==> src/rtl/alu_req_arbiter_if.sv <==
// rtl/alu_req_arbiter_if.sv - requester, result and ALU-side signal bundle for alu_req_arbiter
interface alu_req_arbiter_if #(
    parameter int DATA_WIDTH = 8,
    parameter int FUN_WIDTH  = 4
);
    logic                      req0;
    logic                      req1;
    logic [DATA_WIDTH-1:0]     a0;
    logic [DATA_WIDTH-1:0]     a1;
    logic [DATA_WIDTH-1:0]     b0;
    logic [DATA_WIDTH-1:0]     b1;
    logic [FUN_WIDTH-1:0]      fun0;
    logic [FUN_WIDTH-1:0]      fun1;
    logic                      gnt0;
    logic                      gnt1;
    logic                      done0;
    logic                      done1;
    logic                      ack0;
    logic                      ack1;
    logic [2*DATA_WIDTH-1:0]   result;
    logic                      err;
    logic [DATA_WIDTH-1:0]     alu_a;
    logic [DATA_WIDTH-1:0]     alu_b;
    logic [FUN_WIDTH-1:0]      alu_fun;
    logic                      alu_en;
    logic                      clk_en;
    logic [2*DATA_WIDTH-1:0]   alu_out;
    logic                      alu_out_valid;
    logic                      busy;

    modport master (
        output req0, req1, a0, a1, b0, b1, fun0, fun1, ack0, ack1, alu_out, alu_out_valid,
        input  gnt0, gnt1, done0, done1, result, err, alu_a, alu_b, alu_fun, alu_en, clk_en, busy
    );

    modport slave (
        input  req0, req1, a0, a1, b0, b1, fun0, fun1, ack0, ack1, alu_out, alu_out_valid,
        output gnt0, gnt1, done0, done1, result, err, alu_a, alu_b, alu_fun, alu_en, clk_en, busy
    );
endinterface

==> src/rtl/alu_req_arbiter.sv <==
// rtl/alu_req_arbiter.sv - round-robin two-requester arbiter for the shared gated-clock ALU
module alu_req_arbiter #(
    parameter int DATA_WIDTH = 8,
    parameter int FUN_WIDTH  = 4,
    parameter int TIMEOUT    = 8
) (
    input  logic               clk,
    input  logic               rst,
    alu_req_arbiter_if.slave   bus
);
    localparam int CW = (TIMEOUT > 2) ? $clog2(TIMEOUT) : 1;

    localparam logic [1:0] IDLE  = 2'd0;
    localparam logic [1:0] ISSUE = 2'd1;
    localparam logic [1:0] WAIT  = 2'd2;
    localparam logic [1:0] RESP  = 2'd3;

    logic [1:0]    state;
    logic          rr_ptr;
    logic          winner;
    logic [CW-1:0] cnt;
    logic          pick1;
    logic          winner_ack;

    // requester 1 wins when it is alone, or when both request and the pointer favours it
    always_comb begin
        pick1      = bus.req1 && (!bus.req0 || rr_ptr);
        winner_ack = winner ? bus.ack1 : bus.ack0;
    end

    always_ff @(posedge clk) begin
        if (rst) begin
            state       <= IDLE;
            rr_ptr      <= 1'b0;
            winner      <= 1'b0;
            cnt         <= '0;
            bus.gnt0    <= 1'b0;
            bus.gnt1    <= 1'b0;
            bus.done0   <= 1'b0;
            bus.done1   <= 1'b0;
            bus.result  <= {(2*DATA_WIDTH){1'b0}};
            bus.err     <= 1'b0;
            bus.alu_a   <= {DATA_WIDTH{1'b0}};
            bus.alu_b   <= {DATA_WIDTH{1'b0}};
            bus.alu_fun <= {FUN_WIDTH{1'b0}};
            bus.alu_en  <= 1'b0;
            bus.clk_en  <= 1'b0;
            bus.busy    <= 1'b0;
        end else begin
            bus.gnt0 <= 1'b0;
            bus.gnt1 <= 1'b0;
            case (state)
                IDLE: begin
                    if (bus.req0 || bus.req1) begin
                        winner      <= pick1;
                        bus.gnt0    <= !pick1;
                        bus.gnt1    <= pick1;
                        bus.alu_a   <= pick1 ? bus.a1 : bus.a0;
                        bus.alu_b   <= pick1 ? bus.b1 : bus.b0;
                        bus.alu_fun <= pick1 ? bus.fun1 : bus.fun0;
                        bus.busy    <= 1'b1;
                        state       <= ISSUE;
                    end
                end
                ISSUE: begin
                    bus.alu_en <= 1'b1;
                    bus.clk_en <= 1'b1;
                    cnt        <= '0;
                    state      <= WAIT;
                end
                WAIT: begin
                    bus.alu_en <= 1'b0;
                    cnt        <= cnt + 1'b1;
                    // a valid result on the final timeout cycle still counts as success
                    if (bus.alu_out_valid) begin
                        bus.result <= bus.alu_out;
                        bus.err    <= 1'b0;
                        bus.clk_en <= 1'b0;
                        bus.done0  <= !winner;
                        bus.done1  <= winner;
                        state      <= RESP;
                    end else if (cnt == CW'(TIMEOUT - 1)) begin
                        bus.result <= {(2*DATA_WIDTH){1'b0}};
                        bus.err    <= 1'b1;
                        bus.clk_en <= 1'b0;
                        bus.done0  <= !winner;
                        bus.done1  <= winner;
                        state      <= RESP;
                    end
                end
                RESP: begin
                    if (winner_ack) begin
                        bus.done0 <= 1'b0;
                        bus.done1 <= 1'b0;
                        bus.busy  <= 1'b0;
                        rr_ptr    <= ~winner;
                        state     <= IDLE;
                    end
                end
                default: state <= IDLE;
            endcase
        end
    end
endmodule

==> src/flat_wrapper.sv <==
// flat-port wrapper written by rule: the top's interface ports become plain ports
module alu_req_arbiter_flat 
#(
    parameter int DATA_WIDTH = 8,
    parameter int FUN_WIDTH  = 4,
    parameter int TIMEOUT    = 8
)
  (clk, rst, bus_req0, bus_req1, bus_a0, bus_a1, bus_b0, bus_b1, bus_fun0, bus_fun1, bus_ack0, bus_ack1, bus_alu_out, bus_alu_out_valid, bus_gnt0, bus_gnt1, bus_done0, bus_done1, bus_result, bus_err, bus_alu_a, bus_alu_b, bus_alu_fun, bus_alu_en, bus_clk_en, bus_busy);
  alu_req_arbiter_if #(.DATA_WIDTH(DATA_WIDTH), .FUN_WIDTH(FUN_WIDTH)) bus_i ();
  input  logic clk;
  input  logic rst;
  input wire logic [$bits(bus_i.req0)-1:0] bus_req0;
  input wire logic [$bits(bus_i.req1)-1:0] bus_req1;
  input wire logic [$bits(bus_i.a0)-1:0] bus_a0;
  input wire logic [$bits(bus_i.a1)-1:0] bus_a1;
  input wire logic [$bits(bus_i.b0)-1:0] bus_b0;
  input wire logic [$bits(bus_i.b1)-1:0] bus_b1;
  input wire logic [$bits(bus_i.fun0)-1:0] bus_fun0;
  input wire logic [$bits(bus_i.fun1)-1:0] bus_fun1;
  input wire logic [$bits(bus_i.ack0)-1:0] bus_ack0;
  input wire logic [$bits(bus_i.ack1)-1:0] bus_ack1;
  input wire logic [$bits(bus_i.alu_out)-1:0] bus_alu_out;
  input wire logic [$bits(bus_i.alu_out_valid)-1:0] bus_alu_out_valid;
  output wire logic [$bits(bus_i.gnt0)-1:0] bus_gnt0;
  output wire logic [$bits(bus_i.gnt1)-1:0] bus_gnt1;
  output wire logic [$bits(bus_i.done0)-1:0] bus_done0;
  output wire logic [$bits(bus_i.done1)-1:0] bus_done1;
  output wire logic [$bits(bus_i.result)-1:0] bus_result;
  output wire logic [$bits(bus_i.err)-1:0] bus_err;
  output wire logic [$bits(bus_i.alu_a)-1:0] bus_alu_a;
  output wire logic [$bits(bus_i.alu_b)-1:0] bus_alu_b;
  output wire logic [$bits(bus_i.alu_fun)-1:0] bus_alu_fun;
  output wire logic [$bits(bus_i.alu_en)-1:0] bus_alu_en;
  output wire logic [$bits(bus_i.clk_en)-1:0] bus_clk_en;
  output wire logic [$bits(bus_i.busy)-1:0] bus_busy;
  assign bus_i.req0 = bus_req0;
  assign bus_i.req1 = bus_req1;
  assign bus_i.a0 = bus_a0;
  assign bus_i.a1 = bus_a1;
  assign bus_i.b0 = bus_b0;
  assign bus_i.b1 = bus_b1;
  assign bus_i.fun0 = bus_fun0;
  assign bus_i.fun1 = bus_fun1;
  assign bus_i.ack0 = bus_ack0;
  assign bus_i.ack1 = bus_ack1;
  assign bus_i.alu_out = bus_alu_out;
  assign bus_i.alu_out_valid = bus_alu_out_valid;
  assign bus_gnt0 = bus_i.gnt0;
  assign bus_gnt1 = bus_i.gnt1;
  assign bus_done0 = bus_i.done0;
  assign bus_done1 = bus_i.done1;
  assign bus_result = bus_i.result;
  assign bus_err = bus_i.err;
  assign bus_alu_a = bus_i.alu_a;
  assign bus_alu_b = bus_i.alu_b;
  assign bus_alu_fun = bus_i.alu_fun;
  assign bus_alu_en = bus_i.alu_en;
  assign bus_clk_en = bus_i.clk_en;
  assign bus_busy = bus_i.busy;
  alu_req_arbiter #(.DATA_WIDTH(DATA_WIDTH), .FUN_WIDTH(FUN_WIDTH), .TIMEOUT(TIMEOUT)) u_core (.clk(clk), .rst(rst), .bus(bus_i));
endmodule
==> config.mk <==
export PLATFORM = sky130hd
export DESIGN_NAME = alu_req_arbiter_flat
export DESIGN_NICKNAME = d
export VERILOG_FILES = /design/src/rtl/alu_req_arbiter_if.sv /design/src/rtl/alu_req_arbiter.sv /design/src/flat_wrapper.sv
export SDC_FILE = /design/constraint.sdc
export NUM_CORES = 1
export LEC_CHECK = 0
export ABC_AREA = 1
export CAP_MARGIN = 20
export CORE_MARGIN = 3
export CORE_UTILIZATION = 44
export DETAILED_ROUTE_END_ITERATION = 8
export GPL_TIMING_DRIVEN = 0
export PLACE_DENSITY = 0.87
export SLEW_MARGIN = 20
export SYNTH_ARGS = -nofsm -noshare
export SYNTH_HDL_FRONTEND = slang
export SYNTH_SLANG_ARGS = --single-unit
==> constraint.sdc <==
create_clock -name clk -period 2.7 [get_ports clk]
set_input_delay 0.54 -clock clk [delete_from_list [all_inputs] [get_ports clk]]
set_output_delay 0.54 -clock clk [all_outputs]
set_load 0.02 [all_outputs]
== Yosys cells after proc, flatten, opt, wreduce, memory -nomap -nowiden ==
Index checks and enable logic that the tools add are counted.

* Multiplexer cells: 27
* Eq/ne operators: 7
* Reductions and logical operators: 19
* $add $sub $neg: 1
* Bitwise operators: 3

{| class="wikitable"
|+ Operators with widths
! kind !! number
|-
| 16-bit 2-to-1 mux || 2
|-
| 8-bit 2-to-1 mux || 2
|-
| 1-bit 2-to-1 mux || 11
|-
| 1-bit case mux with 2 select lines || 5
|-
| 3-bit AND reduction || 3
|-
| 2-bit 2-to-1 mux || 4
|-
| 2-bit case mux with 4 select lines || 1
|-
| 2-bit AND reduction || 4
|-
| 2-bit nonzero test || 4
|-
| 3-bit case mux with 2 select lines || 1
|-
| 2-bit == test, second input constant || 2
|-
| 4-bit 2-to-1 mux || 1
|-
| 2-bit by 1-bit inequality test with 1-bit output, second input constant || 2
|-
| 3-bit by 1-bit adder with 3-bit output, second input constant || 1
|-
| 3-bit == test, second input constant || 1
|-
| 1-bit logical NOT || 3
|-
| 3-bit by 2-bit inequality test with 1-bit output, second input constant || 1
|-
| 1-bit NOT || 3
|-
| 3-bit OR reduction || 1
|-
| 2-bit by 1-bit == test with 1-bit output, second input constant || 1
|-
| 2-bit logical NOT || 1
|-
| 1-bit logical OR || 2
|-
| 1-bit logical AND || 1
|}

* Input port bits: 63
* Register bits after elaboration: 51

== Depth between registers and ports, before layout ==
Gate-level depths: netlist of run 1.

* Depth in word-level cells: 4
* Gate-level depth with buffers: 9
* Depth with buffers taken out: 8

== Worst setup path after synthesis of run 1 ==
OpenSTA, ideal clock, no wires.

* Kind: register to register
* From: register u_core.state[1]
* To: register u_core.bus.clk_en
* Path buffers: 0
* Data arrival time: 1,256 ps
* Setup slack: 1,373 ps
* Cell stages (with the launch flop): 6
* Library setup time: 70 ps
* Period minus slack after synthesis: 1,327 ps
* Path through: dfxtp_1 > inv_1 > ha_1 > inv_1 > or2_2 > a21oi_1

* Cells in the longest elaborated chain, start to end: 3

{| class="wikitable"
|+ Ends and longest elaborated chain
! what !! line !! text
|-
| from (decl) || alu_req_arbiter.sv:18 || <nowiki>logic [1:0] state;</nowiki>
|-
| from (signal assigned) || alu_req_arbiter.sv:33 || <nowiki>state <= IDLE;</nowiki>
|-
| from (signal assigned) || alu_req_arbiter.sv:62 || <nowiki>state <= ISSUE;</nowiki>
|-
| from (signal assigned) || alu_req_arbiter.sv:69 || <nowiki>state <= WAIT;</nowiki>
|-
| 2-bit == test / 2-bit by 1-bit == test with 1-bit output (equally long branches) || alu_req_arbiter.sv:52 || <nowiki>case (state)</nowiki>
|-
| 3-bit by 2-bit inequality test with 1-bit output (no source line) / 2-bit nonzero test (equally long branches) || n/a ||
|-
| 2-bit AND reduction (no source line) || n/a ||
|-
| to (signal assigned) || alu_req_arbiter.sv:47 || <nowiki>bus.clk_en <= 1'b0;</nowiki>
|-
| to (signal assigned) || alu_req_arbiter.sv:67 || <nowiki>bus.clk_en <= 1'b1;</nowiki>
|-
| to (signal assigned) || alu_req_arbiter.sv:78 || <nowiki>bus.clk_en <= 1'b0;</nowiki>
|-
| to (decl) || alu_req_arbiter_if.sv:38 || <nowiki>output gnt0, gnt1, done0, done1, result, err, alu_a, alu_b, alu_fun, alu_en, clk_en, busy</nowiki>
|}

Parallel ways exist; a longest one is shown, timed or not.
A chain may end at the register's enable or synchronous reset.

== Final worst setup path of run 1 ==
* From: register u_core.bus.alu_b[2]
* To: output bus_alu_b[2]

{| class="wikitable"
|+ RTL lines
! what !! line !! text
|-
| from (decl) || alu_req_arbiter_if.sv:38 ||
|-
| from (signal assigned) || alu_req_arbiter.sv:44 || <nowiki>bus.alu_b <= {DATA_WIDTH{1'b0}};</nowiki>
|-
| from (signal assigned) || alu_req_arbiter.sv:59 || <nowiki>bus.alu_b <= pick1 ? bus.b1 : bus.b0;</nowiki>
|-
| to (decl) || flat_wrapper.sv:31 || <nowiki>output wire logic [$bits(bus_i.alu_b)-1:0] bus_alu_b;</nowiki>
|}

No word-level cell between the ends.

==> results of run 1 <==
[registers in the layout (all words and copies together), names as in the netlist]
register	cells
u_core.state	2
u_core.bus.gnt0	1
u_core.bus.alu_a	8
u_core.bus.gnt1	1
u_core.winner	1
u_core.bus.alu_en	1
u_core.rr_ptr	1
u_core.bus.alu_fun	4
u_core.bus.alu_b	8
u_core.cnt	3
u_core.bus.busy	1
u_core.bus.err	1
u_core.bus.done1	1
u_core.bus.done0	1
u_core.bus.result	16
u_core.bus.clk_en	1
[power groups by stage]
stage / logic [µW] / clock network [µW] / registers (µW)
2_1_floorplan: 606 / 0 / 1250
3_3_place_gp: 1360 / 0 / 1050
3_5_place_dp: 1380 / 0 / 1050
4_1_cts: 1390 / 427 / 1040
5_1_grt: 1520 / 460 / 1070
6_report: 1380 / 417 / 1040
[worst min-delay path: stages, from the launching register on]
cell and delay (ns):
dfxtp_1 0.32, nand2_1 0.06, a21oi_1 0.05
[cell usage in the layout, fill, tap and decap left out, drive strengths merged]
| cell type | count |
|---|---|
| nand4 | 1 |
| dfxtp | 51 |
| o22ai | 1 |
| nor2 | 9 |
| o21ai | 24 |
| o21a | 1 |
| a21oi | 45 |
| buf | 12 |
| ha | 7 |
| a211oi | 2 |
| nand2 | 112 |
| or2 | 1 |
| a31oi | 1 |
| inv | 32 |
| clkinv | 1 |
| clkdlybuf4s50 | 106 |
| nand3 | 8 |
| clkbuf | 10 |
[metrics by stage]
stage | cells | hold WS (ns)
detailed placement | 483 | 0.443
finish | 491 | 0.461
floorplan | 310 | 0.433
global placement | 483 | 0.446
CTS | 491 | 0.466
global route | 491 | 0.482
[layer usage]
metal  vias to the layer above  global-route usage (%)
met3                         9                    6.26
met2                        85                    35.7
met4                         0                    6.94
met1                      1049                    24.1
met5                         -                       0
li1                       1207                       -
[how the worst max path moves through the flow]
stage,endpoint,startpoint,slack (ns)
6_report,bus_alu_b[2],u_core.bus.alu_b[2]$_SDFFE_PP0P_,0.89
5_1_grt,bus_alu_b[2],u_core.bus.alu_b[2]$_SDFFE_PP0P_,0.83
4_1_cts,bus_alu_b[2],u_core.bus.alu_b[2]$_SDFFE_PP0P_,0.88
3_5_place_dp,u_core.bus.alu_b[2]$_SDFFE_PP0P_,rst,0.70
3_3_place_gp,u_core.bus.alu_a[6]$_SDFFE_PP0P_,rst,0.76
2_1_floorplan,u_core.bus.clk_en$_SDFFE_PP0P_,u_core.state[1]$_SDFFE_PP0P_,1.37
[cell type report]
| class | instances | area share, % |
|---|---|---|
| repair buffers | 106 | 30.6 |
| clock buffers | 7 | 2.20 |
| clock inverters | 1 | 0.144 |
| inverters | 32 | 3.47 |
| multi-input cells | 212 | 28.7 |
| well taps | 67 | 2.42 |
| flip-flops and latches | 51 | 29.5 |
| plain buffers | 15 | 2.96 |
[cell families after synthesis]
logic type                 count (synthesis)  share of synthesized area, %
and+or+nand+nor                          131                          22.7
AOI/OAI and AO/OA                         74                          17.8
DFF                                       51                          45.6
buffers and inverters                     47                          9.94
adders and majority gates                  7                          3.91
[synth_stat cells]
master,number
dfxtp_1,51
a21oi_1,45
o21a_4,1
o21ai_1,2
o21ai_0,21
inv_2,3
clkbuf_1,3
nand4_1,1
o22ai_1,1
nand2_1,111
buf_6,3
buf_4,5
ha_1,7
a211oi_1,2
buf_2,4
nand3_1,8
o21ai_4,1
or2_2,1
a31oi_1,1
nor2_1,9
inv_1,29
nand2_2,1
==> results summary, run 1 <==
The worst register-to-register path has a depth of 5. The count of state elements after synthesis came out at 51. The die is 77.3 µm wide.

The total clock sinks came out at 51. The proportion of power drawn by flip-flops and latches is 36.7%. The sum of buffers and inverters on the critical path is 1. The final design area excluding fillers is 3470 µm². The signal on the critical path passes through clkdlybuf4s50_1. The max-slew violation total from the final report is 0. The footprint of the multi-input gates came out at 996 µm².

STA classifies the critical path endpoint as a primary output. By startpoint and endpoint, the worst setup path is classified as reg2out. The die outline area is 5980 µm². The via density per instance came out at 4.79. The number of global-route vias before repair was 2242. Summed over all nets, the half-perimeter wirelength after detailed placement is 4.68 mm. The buffer type at the clock tree root is clkbuf_8. The detailed router placed 2350 vias in this run.

For this design the static power due to leakage is 0.00149 µW. Derived from the worst setup path, the maximum achievable clock frequency is 552 MHz. Signal routing reaches up to met4. The routed length on met3 is 489 µm. The DRC violation count after routing is 0. The number of DRC markers after the initial detailed-route iteration came out at 130.

The clock-pin slew on the worst setup and hold paths is 0.09 ns. The TritonCTS clock tree is built. The count of warnings emitted by yosys is 0. The path length in cells of the critical path came out at 1. The required time reported for the critical path endpoint is 2.16 ns.

The switching power came out at 1080 µW. The worst register-to-register path begins at u_core.state[0]$_SDFFE_PP0P_. Dividing the final minimum period by the clock period gives 67.0%. The net switching fraction of the power came out at 38.1%.

The clock group share of total power is 14.7%. The initial utilization of the core area, before any placement, comes to 46.5%. At the later pin of the worst-skew pair, clock insertion delay measures 0.29 ns.

After floorplanning, the core was divided into 25 placement rows. The CTS H-tree depth is 2. The tightest min-delay check is of the reg2reg type. The number of distinct standard cells referenced by the synthesized netlist came out at 22. The number of gates resized after CTS was 0.

The count of inserted antenna diode cells is 0. The maximum vdd ir drop came out at 0.490 mV. After layout, the minimum clock period comes to 1.81 ns. The minimum setup slack in the final design is 0.890 ns. The flow ran to the end, and the final reports show no timing, DRC or antenna violations.

The cell family contributing the most delay on the critical path is buffers and inverters. Cell internal power was estimated by the tool at 1760 µW. The gate count of the mapped netlist is 310. The detailed-router iteration count before antenna repair came out at 4. The hold path depth came out at 2. The maximum number of pins on one net before global-route repair came out at 15. The first global-routing pass estimated 10.1 mm of wire.

The data arrival at the endpoint of the critical path came out at 1.27 ns. The number of clock buffers inserted by TritonCTS is 5. Setup violations remaining at the end of the flow were counted as 0.

The number of antenna violations at the first check in global routing was 0. The cell with the largest stage delay on the worst path is clkdlybuf4s50_1. The largest buffer count on any clock path is 2. Setup repair after global routing left no endpoint under its margin. The proportion of synthesized chip area in sequential cells came out at 45.6%. The count of maximum capacitance violations is 0.

The area of the core is 4820 µm². The register-to-register path setup slack is 1.21 ns. The final routed wire length divided by cell count came out at 12.4 µm. The routed design has 6.07 mm of wire.

The net count of the finished layout is 493. The setup TNS came out at 0 ns. dfxtp_1 takes more of the synthesized area than any other cell.

The routed design uses 2.95 mm of met2 wire. The headroom to the max-slew limit is 71.1%. STA classifies the critical path startpoint as a register. In this run the biggest area consumer among cell types represents 45.6% of the synthesized area. Relative to the synthesized area, the layout overhead comes to 54.7%. The count of buffers added on input and output ports is 106.

Across the whole layout, storage elements account for 1020 µm². The count of endpoints failing hold in the final timing report came to 0. The filler cell count in the final layout is 409. The largest clock skew in the final design is 0.00745 ns. Routability-driven placement finished with a final weighted congestion of 0.796. At the pin with the least slew margin, the transition time is 0.434 ns. For hold timing, the worst endpoint is u_core.bus.result[10]$_SDFFE_PP0P_. The number of nets still failing antenna checks after routing is 0. The overall die height is 77.3 µm. The number of nets produced by synthesis came out at 380. The detailed-routing wirelength on met1 is 2.52 mm. The total routing resource utilization after global routing came out at 20.6%.

107 I/O pins were placed. The buffers inserted during post-CTS setup optimization is 0. After synthesis the cells add up to 2240 µm². Along the worst path, the maximum fanout reaches 2. The combinational power share is 48.6%. In this run the critical register-to-register path is captured at u_core.bus.clk_en$_SDFFE_PP0P_. By area the synthesized netlist is led by dfxtp_1, nand2_1, a21oi_1. The power after layout came out at 2840 µW.

For this run, the share of the core covered by cells in the final layout is 71.9%. Prior to clock tree synthesis, the placed netlist has a worst setup slack of 0.698 ns. The hold buffer count at CTS is 0. For this run the aggregate overflow at the end of global routing stands at 0. The average footprint of a synthesized cell came out at 7.22 µm². The beginning of the worst hold path is u_core.bus.result[10]$_SDFFE_PP0P_. The power density over the cells is 818 nW/µm². The fraction of layout instances using a drive strength above 1 is 5.90%.

The instance area after placement came out at 3380 µm². The delay contributed by the slowest stage of the critical path is 0.64 ns.
Note: power is estimated with default switching activity, not from simulation.
==> run 2, diff against run 1 <==
--- a/config.mk
+++ b/config.mk
@@ -8,10 +8,10 @@
 export ABC_AREA = 1
 export CAP_MARGIN = 20
 export CORE_MARGIN = 3
-export CORE_UTILIZATION = 44
+export CORE_UTILIZATION = 41
 export DETAILED_ROUTE_END_ITERATION = 8
 export GPL_TIMING_DRIVEN = 0
-export PLACE_DENSITY = 0.87
+export PLACE_DENSITY = 0.82
 export SLEW_MARGIN = 20
 export SYNTH_ARGS = -nofsm -noshare
 export SYNTH_HDL_FRONTEND = slang
==> constraint.sdc (replaced) <==
create_clock -name clk -period 1.9 [get_ports clk]
set_input_delay 0.38 -clock clk [delete_from_list [all_inputs] [get_ports clk]]
set_output_delay 0.38 -clock clk [all_outputs]
set_load 0.02 [all_outputs]
==> run 2 against run 1 <==
  * Final area is 0.58% higher
  * Critical path depth unchanged
  * Register-to-register slack worse by 0.80 ns
  * Clock skew down 0.0014 ns
  * Final cell count up 0.61%
  * Via count fell by 1.5%
==> results summary, run 2 (same netlist as run 1, synthesis figures left out) <==
The beginning of the worst hold path was u_core.bus.err$_SDFFE_PP0P_ (was u_core.bus.result[10]$_SDFFE_PP0P_). The count of maximum capacitance violations is 0 (unchanged). The clock period minus final worst setup slack came out at 1.67 ns.

The top fanout value on the critical path came to 2 (unchanged). The TritonCTS clock tree is built (unchanged). The largest buffer count on any clock path is 2 (unchanged). The worst path uses 87.8% of the clock period. Cell-by-cell listing of the critical path: clkdlybuf4s50_1 (unchanged). The overall overflow remaining after global route is 0 (unchanged).

The worst-skew pair later-pin latency was 0.31 ns (was 0.29 ns). The flip-flop count of the largest register, all copies and words added came out at 16 (unchanged). The via count is 2315 (was 2350). The family with the most delay on the worst path is buffers and inverters (unchanged). The setup TNS was 0 ns (unchanged). The nature of the critical path endpoint is a primary output (unchanged). The clock-pin slew on the worst setup and hold paths came out at 0.10 ns (was 0.09 ns). The maximum vdd ir drop came out at 0.652 mV (was 0.490 mV). The headroom to the max-slew limit came out at 71.2% (was 71.1%). The initial core utilization is 43.0% (was 46.5%). The buffers inserted during post-CTS setup optimization is 0 (unchanged).

The total routing resource utilization after global routing is 18.6% (was 20.6%). The post-route non-filler standard cell count came to 494 (was 491). Largest registers: u_core.bus.result (16), u_core.bus.alu_a (8), u_core.bus.alu_b (8) (unchanged).

The overall die height came out at 79.9 µm (was 77.3 µm). The hold buffer count at CTS is 0 (unchanged). The number of antenna violations at the first check in global routing came to 0 (unchanged). The estimated wirelength of the detail-placed design came out at 4.52 mm (was 4.68 mm). The class of the worst hold path is reg2reg (unchanged).

The floorplan row count was 26 (was 25). The placed cell count is 486 (was 483). The quantity of I/O buffers inserted on ports came out at 106 (unchanged). The transition time at the pin with the least slew margin came out at 0.432 ns (was 0.434 ns). The capture endpoint of the worst hold path is u_core.bus.err$_SDFFE_PP0P_ (was u_core.bus.result[10]$_SDFFE_PP0P_).

The routability-driven placement congestion ratio came out at 0.815 (was 0.796). The area of the core is 5200 µm² (was 4820 µm²). The die outline area is 6390 µm² (was 5980 µm²). The critical path class was reg2out (unchanged).

The maximum number of pins on one net before global-route repair was 19 (was 15). Status: completed (unchanged). The first-pass GRT wire length is 9.50 mm (was 10.1 mm).

The number of nets still failing antenna checks after routing came out at 0 (unchanged). The filler cell count in the final layout was 486 (was 409). The most common library cell in the layout ignoring fill and taps is nand2_1 (unchanged). The buffer type at the clock tree root is clkbuf_8 (unchanged). The synthesis-to-finish area growth came to 55.6% (was 54.7%). The cell with the largest stage delay on the worst path is clkdlybuf4s50_1 (unchanged). The data arrival at the endpoint of the critical path is 1.29 ns (was 1.27 ns).

The beginning of the worst register-to-register path is u_core.state[1]$_SDFFE_PP0P_ (was u_core.state[0]$_SDFFE_PP0P_). The CTS H-tree depth came out at 2 (unchanged). The sum of buffers and inverters on the critical path is 1 (unchanged). The overall routed net length is 5.94 mm (was 6.07 mm).

The count of endpoints failing hold in the final timing report came out at 0 (unchanged). RSZ-0062 raised after global routing: false (unchanged). The type of element launching the critical path is a register (unchanged). The largest clock skew in the final design came to 0.00606 ns (was 0.00745 ns). The top register by number of flip-flops is u_core.bus.result (unchanged). The DRC violation count after routing is 0 (unchanged).

The via density per instance came out at 4.69 (was 4.79). The count of pins on the block boundary came out at 107 (unchanged). The power density over the cells came out at 1180 nW/µm² (was 818 nW/µm²). The fmax is 600 MHz. The count of inserted antenna diode cells is 0 (unchanged). The total setup violations reported at the end of the flow was 0 (unchanged).

The number of global-route vias before repair came out at 2219 (was 2242). The hold path depth came out at 2 (unchanged). The reg-to-reg critical path endpoint is u_core.bus.clk_en$_SDFFE_PP0P_ (unchanged). The detailed-router iteration count before antenna repair came out at 4 (unchanged).

The total clock sinks came out at 51 (unchanged). The net count of the finished layout came out at 493 (unchanged). The power after layout came to 4100 µW (was 2840 µW). The number of clock buffers inserted by TritonCTS is 5 (unchanged). The static power due to leakage came out at 0.00150 µW (was 0.00149 µW). The delay contributed by the slowest stage of the critical path is 0.61 ns (was 0.64 ns). The required time reported for the critical path endpoint came to 1.52 ns (was 2.16 ns). The number of instances resized during post-cts repair came out at 0 (unchanged). The number of DRC markers after the initial detailed-route iteration is 91 (was 130). The final routed wire length divided by cell count is 12.0 µm (was 12.4 µm). The max-slew violation total from the final report came out at 0 (unchanged). The fraction of layout instances using a drive strength above 1 is 6.37% (was 5.90%).

Most frequent cells in the layout: nand2_1, clkdlybuf4s50_1, dfxtp_1 (unchanged). The die outline width came out at 79.9 µm (was 77.3 µm). The cell count of the worst reg-to-reg path is 5 (unchanged).

The register-to-register path setup slack is 0.41 ns (was 1.21 ns).
## run 2: cell types whose count changed in the layout (fill, tap and decap cells not counted), sizes merged
| cell | delta |
|---|---|
| inv | +1 |
| clkbuf | -2 |
| clkinv | +1 |
## run 2: worst min-delay path: stages (launching register included)
cell      delay (ns)
dfxtp_1         0.32
inv_1           0.05
a211oi_1        0.06
## run 2: layout make-up
type | count | area [µm²] | share of cell area (%)
inverters | 32 | 120 | 3.45
well taps | 70 | 87.6 | 2.51
clock inverters | 3 | 28.8 | 0.826
clock buffers | 5 | 68.8 | 1.97
flip-flops and latches | 51 | 1020 | 29.3
repair buffers | 106 | 1060 | 30.4
multi-input cells | 212 | 996 | 28.6
plain buffers | 15 | 103 | 2.94
## run 2: worst max-delay path by stage
stage	from	endpoint	slack, ns	cells after the start
after floorplan	u_core.state[1]$_SDFFE_PP0P_	u_core.bus.clk_en$_SDFFE_PP0P_	0.57	5
after global placement	rst	u_core.bus.alu_b[1]$_SDFFE_PP0P_	0.08	5
after detailed placement	rst	u_core.bus.alu_b[2]$_SDFFE_PP0P_	0.04	5
after CTS	u_core.bus.alu_b[0]$_SDFFE_PP0P_	bus_alu_b[0]	0.22	1
after global routing	u_core.bus.alu_fun[3]$_SDFFE_PP0P_	bus_alu_fun[3]	0.18	1
final	u_core.bus.alu_b[0]$_SDFFE_PP0P_	bus_alu_b[0]	0.23	1
## run 2: routing by layer
metal  share of wire [%]  vias to the layer above  wire length [µm]  GRT usage (%)
met5                   0                        -                 0              0
met4                0.91                        0                54           4.56
met3                  11                        6               652           7.34
met2                  46                       91              2740           32.9
met1                  42                     1011              2490           20.7
li1                    -                     1207                 -              -
## run 2: through the flow
step,setup WS (ns),utilization [%],area (µm²),hold WS (ns)
after floorplan,0.573,-,2240,0.433
after global placement,0.0802,65.1,3390,0.445
after detailed placement,0.0389,65.1,3390,0.447
after CTS,0.223,67.0,3490,0.468
after global routing,0.184,67.0,3490,0.484
final,0.232,67.0,3490,0.463
## run 2: power by group
group | switching (µW) | internal, µW
clock network | 394 | 273
registers | 142 | 1340
logic | 1050 | 896
==> run 3, diff against run 2 <==
--- a/config.mk
+++ b/config.mk
@@ -7,7 +7,7 @@
 export LEC_CHECK = 0
 export ABC_AREA = 1
 export CAP_MARGIN = 20
-export CORE_MARGIN = 3
+export CORE_MARGIN = 2
 export CORE_UTILIZATION = 41
 export DETAILED_ROUTE_END_ITERATION = 8
 export GPL_TIMING_DRIVEN = 0
==> run 3 against run 2 <==
  * Highest routed layer unchanged
  * Sequential share of layout area about the same
  * Routed wire length decreased by 0.19%
  * Clock skew increased by 0.0030 ns
==> results summary, run 3 (same netlist as run 1, synthesis figures left out) <==
The family with the most delay on the worst path was buffers and inverters (unchanged). The max-slew violation total from the final report came to 0 (unchanged). The initial core utilization is 43.0% (unchanged).

The placed cell count is 486 (unchanged). The die outline area came to 6070 µm² (was 6390 µm²). The number of global-route vias before repair came out at 2222 (was 2219).

The count of endpoints failing hold in the final timing report is 0 (unchanged). The required time reported for the critical path endpoint came out at 1.52 ns (about the same). The first-pass GRT wire length was 9.72 mm (was 9.50 mm). The count of maximum capacitance violations came to 0 (unchanged). The design internal power came out at 2510 µW (about the same). The sum of buffers and inverters on the critical path came out at 1 (unchanged).

The power density over the cells is 1170 nW/µm² (was 1180 nW/µm²). The largest clock skew in the final design came out at 0.00902 ns (was 0.00606 ns). The post-route non-filler standard cell count is 494 (unchanged).

The flip-flop count of the largest register, all copies and words added came out at 16 (unchanged). The top register by number of flip-flops is u_core.bus.result (unchanged). The count of pins on the block boundary came to 107 (unchanged). The clock-pin slew on the worst setup and hold paths was 0.10 ns (about the same). The number of DRC markers after the initial detailed-route iteration was 117 (was 91). The most common library cell in the layout ignoring fill and taps is nand2_1 (unchanged). The critical path class is reg2out (unchanged). The number of clock buffers inserted by TritonCTS is 5 (unchanged).

The proportion of power drawn by flip-flops and latches came out at 36.1% (about the same). The transition time at the pin with the least slew margin came out at 0.432 ns (about the same). The quantity of I/O buffers inserted on ports is 106 (unchanged). The maximum vdd ir drop came to 0.638 mV (was 0.652 mV).

The hold buffer count at CTS was 0 (unchanged). The synthesis-to-finish area growth came out at 55.5% (was 55.6%). The sequential cell area is 1020 µm² (unchanged). The via density per instance is 4.75 (was 4.69).

The fmax came to 599 MHz (was 600 MHz). The number of instances resized during post-cts repair is 0 (unchanged). The overall die height came out at 77.9 µm (was 79.9 µm).

The headroom to the max-slew limit is 71.2% (about the same). The DRC violation count after routing is 0 (unchanged). Most frequent cells in the layout: nand2_1, clkdlybuf4s50_1, dfxtp_1 (unchanged).

The class of the worst hold path is reg2reg (unchanged). The type of element launching the critical path is a register (unchanged). The clock group share of total power is 16.3% (about the same). The filler cell count in the final layout came out at 453 (was 486). RSZ-0062 raised after global routing: false (unchanged). Largest registers: u_core.bus.result (16), u_core.bus.alu_a (8), u_core.bus.alu_b (8) (unchanged). The static power due to leakage was 0.00150 µW (about the same). The via count came to 2346 (was 2315). The final clock period utilization by the worst path came out at 87.9% (was 87.8%). The area of the core is 5200 µm² (unchanged). The setup TNS came out at 0 ns (unchanged). The TritonCTS clock tree was built (unchanged). The routability-driven placement congestion ratio came out at 0.787 (was 0.815). The nature of the critical path endpoint is a primary output (unchanged). The delay contributed by the slowest stage of the critical path came out at 0.62 ns (was 0.61 ns). The cell with the largest stage delay on the worst path is clkdlybuf4s50_1 (unchanged). The fraction of layout instances using a drive strength above 1 is 6.37% (unchanged). The CTS H-tree depth was 2 (unchanged). The maximum number of pins on one net before global-route repair is 19 (unchanged). The switching power came out at 1580 µW (was 1590 µW). The number of antenna violations at the first check in global routing came to 0 (unchanged). The detailed-router iteration count before antenna repair came to 4 (unchanged).

The overall overflow remaining after global route is 0 (unchanged). The clock period minus final worst setup slack is 1.67 ns (about the same). The net switching fraction of the power came out at 38.7% (was 38.8%).

The largest buffer count on any clock path came to 2 (unchanged). The total routing resource utilization after global routing is 19.7% (was 18.6%). The footprint of the multi-input gates is 996 µm² (unchanged).

The number of nets still failing antenna checks after routing is 0 (unchanged). The overall routed net length is 5.93 mm (was 5.94 mm). The net count of the finished layout came out at 493 (unchanged). The buffer type at the clock tree root was clkbuf_8 (unchanged).

The total setup violations reported at the end of the flow was 0 (unchanged). Status: completed (unchanged). The total clock sinks came out at 51 (unchanged).

The top fanout value on the critical path was 2 (unchanged). The floorplan row count was 26 (unchanged). The combinational power share is 47.6% (about the same).

The final routed wire length divided by cell count came out at 12.0 µm (about the same). The worst hold margin is 0.467 ns (was 0.463 ns). The data arrival at the endpoint of the critical path is 1.29 ns (about the same).

The count of inserted antenna diode cells came out at 0 (unchanged). The worst-skew pair later-pin latency was 0.31 ns (about the same). The buffers inserted during post-CTS setup optimization came out at 0 (unchanged).

Cell-by-cell listing of the critical path: clkdlybuf4s50_1 (unchanged). The die outline width is 77.9 µm (was 79.9 µm). The estimated wirelength of the detail-placed design came out at 4.48 mm (was 4.52 mm).
[run 3: changes by cell type in the layout (fill, tap and decap cells not counted), sizes merged]
cell,delta
inv,+1
clkinv,-1
[run 3: final cells by class]
class,instances,share of cell area (%)
repair buffers,106,30.5
flip-flops and latches,51,29.3
multi-input cells,212,28.6
inverters,32,3.45
plain buffers,15,2.95
well taps,70,2.51
clock buffers,5,1.98
clock inverters,3,0.754
[run 3: tightest hold or removal path: stages (launching register included)]
cell and delay, ns:
dfxtp_1 0.32, nand2_1 0.06, a21oi_1 0.05
[run 3: metal layers]
layer  vias up  GRT usage (%)  share of wire (%)
met1      1027           22.7                 43
li1       1209              -                  -
met3         8           7.44                9.2
met2       102           34.0                 47
met5         -              0                  0
met4         0           5.96                1.2
[run 3: metrics by stage]
step / power [µW] / utilization (%) / worst slack [ns] / area [µm²]
after floorplan: 2640 / - / 0.573 / 2240
after global placement: 3410 / 65.1 / 0.0691 / 3390
after CTS: 4120 / 66.9 / 0.222 / 3480
final: 4090 / 66.9 / 0.229 / 3480
after detailed placement: 3440 / 65.1 / 0.0474 / 3390
after global routing: 4400 / 66.9 / 0.165 / 3480
[run 3: worst paths after layout]
path | start | endpoint | slack [ns] | cells past startpoint
max | u_core.bus.done1$_SDFFE_PP0P_ | bus_done1 | 0.23 | 1
min | u_core.bus.result[6]$_SDFFE_PP0P_ | u_core.bus.result[6]$_SDFFE_PP0P_ | 0.47 | 2
max reg2reg | u_core.state[1]$_SDFFE_PP0P_ | u_core.bus.clk_en$_SDFFE_PP0P_ | 0.43 | 5
min reg2reg | u_core.bus.result[6]$_SDFFE_PP0P_ | u_core.bus.result[6]$_SDFFE_PP0P_ | 0.47 | 2
[run 3: power groups by stage]
| stage | clock network [µW] | logic [µW] | registers (µW) |
|---|---|---|---|
| 2_1_floorplan | 0 | 862 | 1780 |
| 3_3_place_gp | 0 | 1920 | 1490 |
| 3_5_place_dp | 0 | 1950 | 1500 |
| 4_1_cts | 684 | 1960 | 1480 |
| 5_1_grt | 733 | 2150 | 1510 |
| 6_report | 666 | 1950 | 1480 |
==> RTL edit 1: new RTL, flow settings as in run 2 <==
`TIMEOUT` is set to 8 in 2 places; all go to 16.
--- a/src/rtl/alu_req_arbiter.sv
+++ b/src/rtl/alu_req_arbiter.sv
@@ -4,3 +4,3 @@
     parameter int FUN_WIDTH  = 4,
-    parameter int TIMEOUT    = 8
+    parameter int TIMEOUT    = 16
 ) (
--- a/src/flat_wrapper.sv
+++ b/src/flat_wrapper.sv
@@ -5,3 +5,3 @@
     parameter int FUN_WIDTH  = 4,
-    parameter int TIMEOUT    = 8
+    parameter int TIMEOUT    = 16
 )
Formal check against the unedited RTL: no difference found for any inputs over 10 cycles, from zero or initial values and one cycle with rst high; that may be too few to reach the edited logic, so the function may still have changed.
==> RTL edit 1 against run 2 <==
Critical path depth stayed put; cell area is 1.5% higher; wire length rose by 8.2%; clock skew up 0.0026 ns; area after synthesis rose by 2.8%; setup slack gained 0.0078 ns; sequential share of layout area increased by 0.14 points; non-clock buffer count up 1; total power is 2.5% higher; hold slack barely moved; sequential cell count grew 1; core utilization increased by 0.15 points; largest cell class unchanged.
==> RTL edit 1: results <==
[worst_setup_path]
crit_path_start = "u_core.bus.result[5]$_SDFFE_PP0P_"
worstSetupEndpoint = "bus_result[5]"
reg2reg_to = "u_core.cnt[2]$_SDFFE_PP0P_"
r2r_cells = 6
regToRegSetupSlack_ns = 0.25

[global_route]
first_global_vias = 2344
grt.met3_usage_pct = 5.76
track_usage_pct = 19.7
grt_start_max_net_pins = 17
grt_pass1_wl_mm = 10.3
met1_usage_pct = 23.0
met2_usage_pct = 34.7

[clock_tree]
cts_buffers = 5
cts_max_level = 2

[hold_path]
hp-start = "u_core.rr_ptr$_SDFFE_PP0P_"
min_path_cells = 2
min_to = "u_core.rr_ptr$_SDFFE_PP0P_"

[timing]
worst_pin_slew_ns = 0.477

[place]
post-dp-hpwl_mm = 4.97
place_congestion = 0.777
placed_cell_area_um2 = 3450

[yosys]
synthTopCellsByArea = "dfxtp_1 (45%), nand2_1 (19%), a21oi_1 (9.6%)"
syn_nets = 399
synthTopCellsByCount = "nand2_1 (117), dfxtp_1 (52), a21oi_1 (44)"
ys_ff_latch = 52
yosys_warnings = 0
synth_cells = 330
yosysSeqAreaShare_pct = 45.2

[final_layout]
inverters_excl_clock = 38
buffers_excl_clock = 122
bufAreaShareNonClock_pct = 32.8
fillers = 478
drive_gt1_share_pct = 6.31
clock_cell_area_share_pct = 2.44
multi_input_area_share_pct = 28.9
sh_seq_area_pct = 29.4
multiInputGateArea_um2 = 1020

[power]
vdd_drop_max_v = 0.000558
p_leak_nw = 1.57

[routing]
wl_mm = 6.42
via_per_inst = 4.71
wire_per_inst_um = 12.5

[status]
status = "complete, no violations"
RTL edit 1: report_power, final:
part | internal [mW] | leakage (nW) | switching (mW)
registers | 1.37 | 0.427 | 0.146
clock network | 0.264 | 0.0456 | 0.377
logic | 0.903 | 1.10 | 1.14
RTL edit 1: per-layer routing:
layer  share of wire [%]  vias up
met4                 2.2        0
met5                   0        -
li1                    -     1255
met2                  50       75
met3                 6.5       16
met1                  42     1075
RTL edit 1: per-stage QoR:
step                      setup WS [ns]  hold WS, ns
final                             0.240        0.463
after floorplan                   0.526        0.433
after CTS                         0.218        0.463
after detailed placement          0.208        0.450
after global routing              0.132        0.499
after global placement            0.236        0.446
RTL edit 1: logic make-up (layout without fill, tap and decap cells):
kind of cell	after synthesis	in the layout	share of synthesized area [%]
adder cells (fa/ha/maj)	6	6	3.26
AO/OA/AOI/OAI	69	69	15.2
buffers and inverters	54	168	10.4
XOR/XNOR	1	1	0.381
flip-flops	52	52	45.2
AND/OR/NAND/NOR	148	148	25.5
==> RTL edit 2: new RTL, flow settings as in run 2 <==
Made on the original files. Reset style: asynchronous (`rst`), changed in one clocked block.
--- a/src/rtl/alu_req_arbiter.sv
+++ b/src/rtl/alu_req_arbiter.sv
@@ -30,3 +30,3 @@
 
-    always_ff @(posedge clk) begin
+    always_ff @(posedge clk or posedge rst) begin
         if (rst) begin
Check against the original RTL: differs if rst is asserted again (counterexample within 4 cycles, from zero or initial values and one cycle with rst high); with rst held inactive, the same outputs for 10 cycles.
==> RTL edit 2 against run 2 <==
Critical path depth unchanged; first-iteration DRC count up 56%; cell area up 7.4%; sequential cell count unchanged; total power up 37%; non-clock buffer count up 3; core utilization down 0.99 points; clock skew down 0.0020 ns; wire length up 8.3%; fmax down 0.17%; area after synthesis up 11%; sequential power up 26%; synthesized cell count up 0.97%; setup slack worse by 0.0029 ns; critical endpoint unchanged.
==> RTL edit 2: results <==
[status]
status = "complete, no violations"

[place]
placedCellCount = 490
portBuffers = 104
post-dp-hpwl_mm = 4.93
place_congestion = 0.776

[power]
vdd_drop_max_v = 0.000790
switching_power_mw = 2.30
power_frac_clock_pct = 12.9
p_leak_nw = 1.83
seq_cell_power_mw = 1.87

[clock_tree]
clockBufferDepth = 2
cts_max_level = 2
clk_latency_ns = 0.30
cts_setup_buffers = 0
cts-root-buf = "clkbuf_8"
cts_buffers = 5
clkTransAtPathRegs_ns = 0.09

[yosys]
yosysSeqAreaShare_pct = 51.2
syn_nets = 382
synthTopCellsByArea = "dfrtp_1 (51%), nand2_1 (15%), nand3_1 (8.4%)"
synthTopCellsByCount = "nand2_1 (97), dfrtp_1 (51), nand3_1 (42)"
async_reset_ff_share_pct = 100
synth_cell_types = 19
syn_area_per_cell_um2 = 7.96
yosys_warnings = 0

[global_route]
grt_start_max_net_pins = 30
grt_pass1_wl_mm = 10.9
track_usage_pct = 18.9
first_global_vias = 2341
antenna_found_initial = 0

[routing]
drt_pass1_iterations = 4
wl_mm = 6.43
drt_iter0_drc = 142
via_per_inst = 4.94
wire_per_inst_um = 12.9

[hold_path]
min_path_type = "in -> reg"
min_path_cells = 3

[worst_setup_path]
r2r_cells = 6
cp_slowest_stage_delay_ns = 0.63
critPathTopFamily = "buffers and inverters"
arrival_ns = 1.29

[final_layout]
drive_gt1_share_pct = 6.35
fillers = 505

[timing]
slew_headroom_pct = 65.7
finalClockSkew_ns = 0.00406
## RTL edit 2: cell count changes in the layout (fill, tap and decap cells not counted), moves of 3 or more
cell,before,now
a21oi_1,45,23
buf_2,4,12
buf_4,5,1
dfrtp_1,0,51
dfxtp_1,51,0
inv_1,29,35
nand2_1,111,97
nand3_1,8,42
nand4_1,1,4
nor2_1,9,5
o21ai_0,21,3
o21ai_1,2,21
## RTL edit 2: final cells by class
| type | instances | area [um2] | area share, % |
|---|---|---|---|
| clock buffer | 6 | 72.6 | 1.94 |
| inverter | 38 | 143 | 3.81 |
| buffer | 19 | 105 | 2.81 |
| clock inverter | 1 | 30.0 | 0.802 |
| timing repair buffer | 105 | 1060 | 28.3 |
| multi-input combinational | 205 | 967 | 25.8 |
| sequential | 51 | 1280 | 34.1 |
| tap | 72 | 90.1 | 2.41 |
## RTL edit 2: path summary, 6_finish.rpt
kind | start | to | slack (ns)
min in group asynchronous | rst | u_core.bus.result[5]$_DFFE_PP0P_ | 0.43
worst min register to register | u_core.bus.result[9]$_DFFE_PP0P_ | u_core.bus.result[9]$_DFFE_PP0P_ | 0.48
max in group asynchronous | rst | u_core.bus.alu_a[3]$_DFFE_PP0P_ | 0.94
worst max-delay path | u_core.bus.alu_b[0]$_DFFE_PP0P_ | bus_alu_b[0] | 0.23
worst min-delay path | bus_req1 | u_core.bus.gnt1$_DFF_PP0_ | 0.39
worst max register to register | u_core.state[0]$_DFFE_PP0P_ | u_core.bus.result[1]$_DFFE_PP0P_ | 0.36
## RTL edit 2: through the flow
stage          cell area, um2  hold slack [ns]  setup WS [ns]  TNS (ns)  total power [mW]
6_report                 3740            0.389          0.229         0              5.63
3_3_place_gp             3620            0.453         -0.678    -34.41              4.85
4_1_cts                  3740            0.388          0.211         0              5.69
3_5_place_dp             3640            0.462          0.194         0              4.95
2_1_floorplan            2490            0.447          0.290         0              3.60
5_1_grt                  3740            0.380          0.161         0              6.09
## RTL edit 2: layer usage
layer	part of all wire [%]	track usage, %	vias up
met5	0	0	-
met4	0.81	4.53	0
met3	9.3	7.21	6
met2	47	30.7	101
met1	43	23.8	1133
li1	-	-	1216
## RTL edit 2: cell families after synthesis
group                    synth area share [%]
adder cells (fa/ha/maj)                  3.01
buffers and inverters                    9.94
flip-flops                               51.2
AND/OR/NAND/NOR                          24.8
AO/OA/AOI/OAI                            11.0
## RTL edit 2: tightest hold or removal path: cells and delay by family
kind	cells	cell delay, ns
AND/OR/NAND/NOR	2	0.14
buffers and inverters	1	0.13
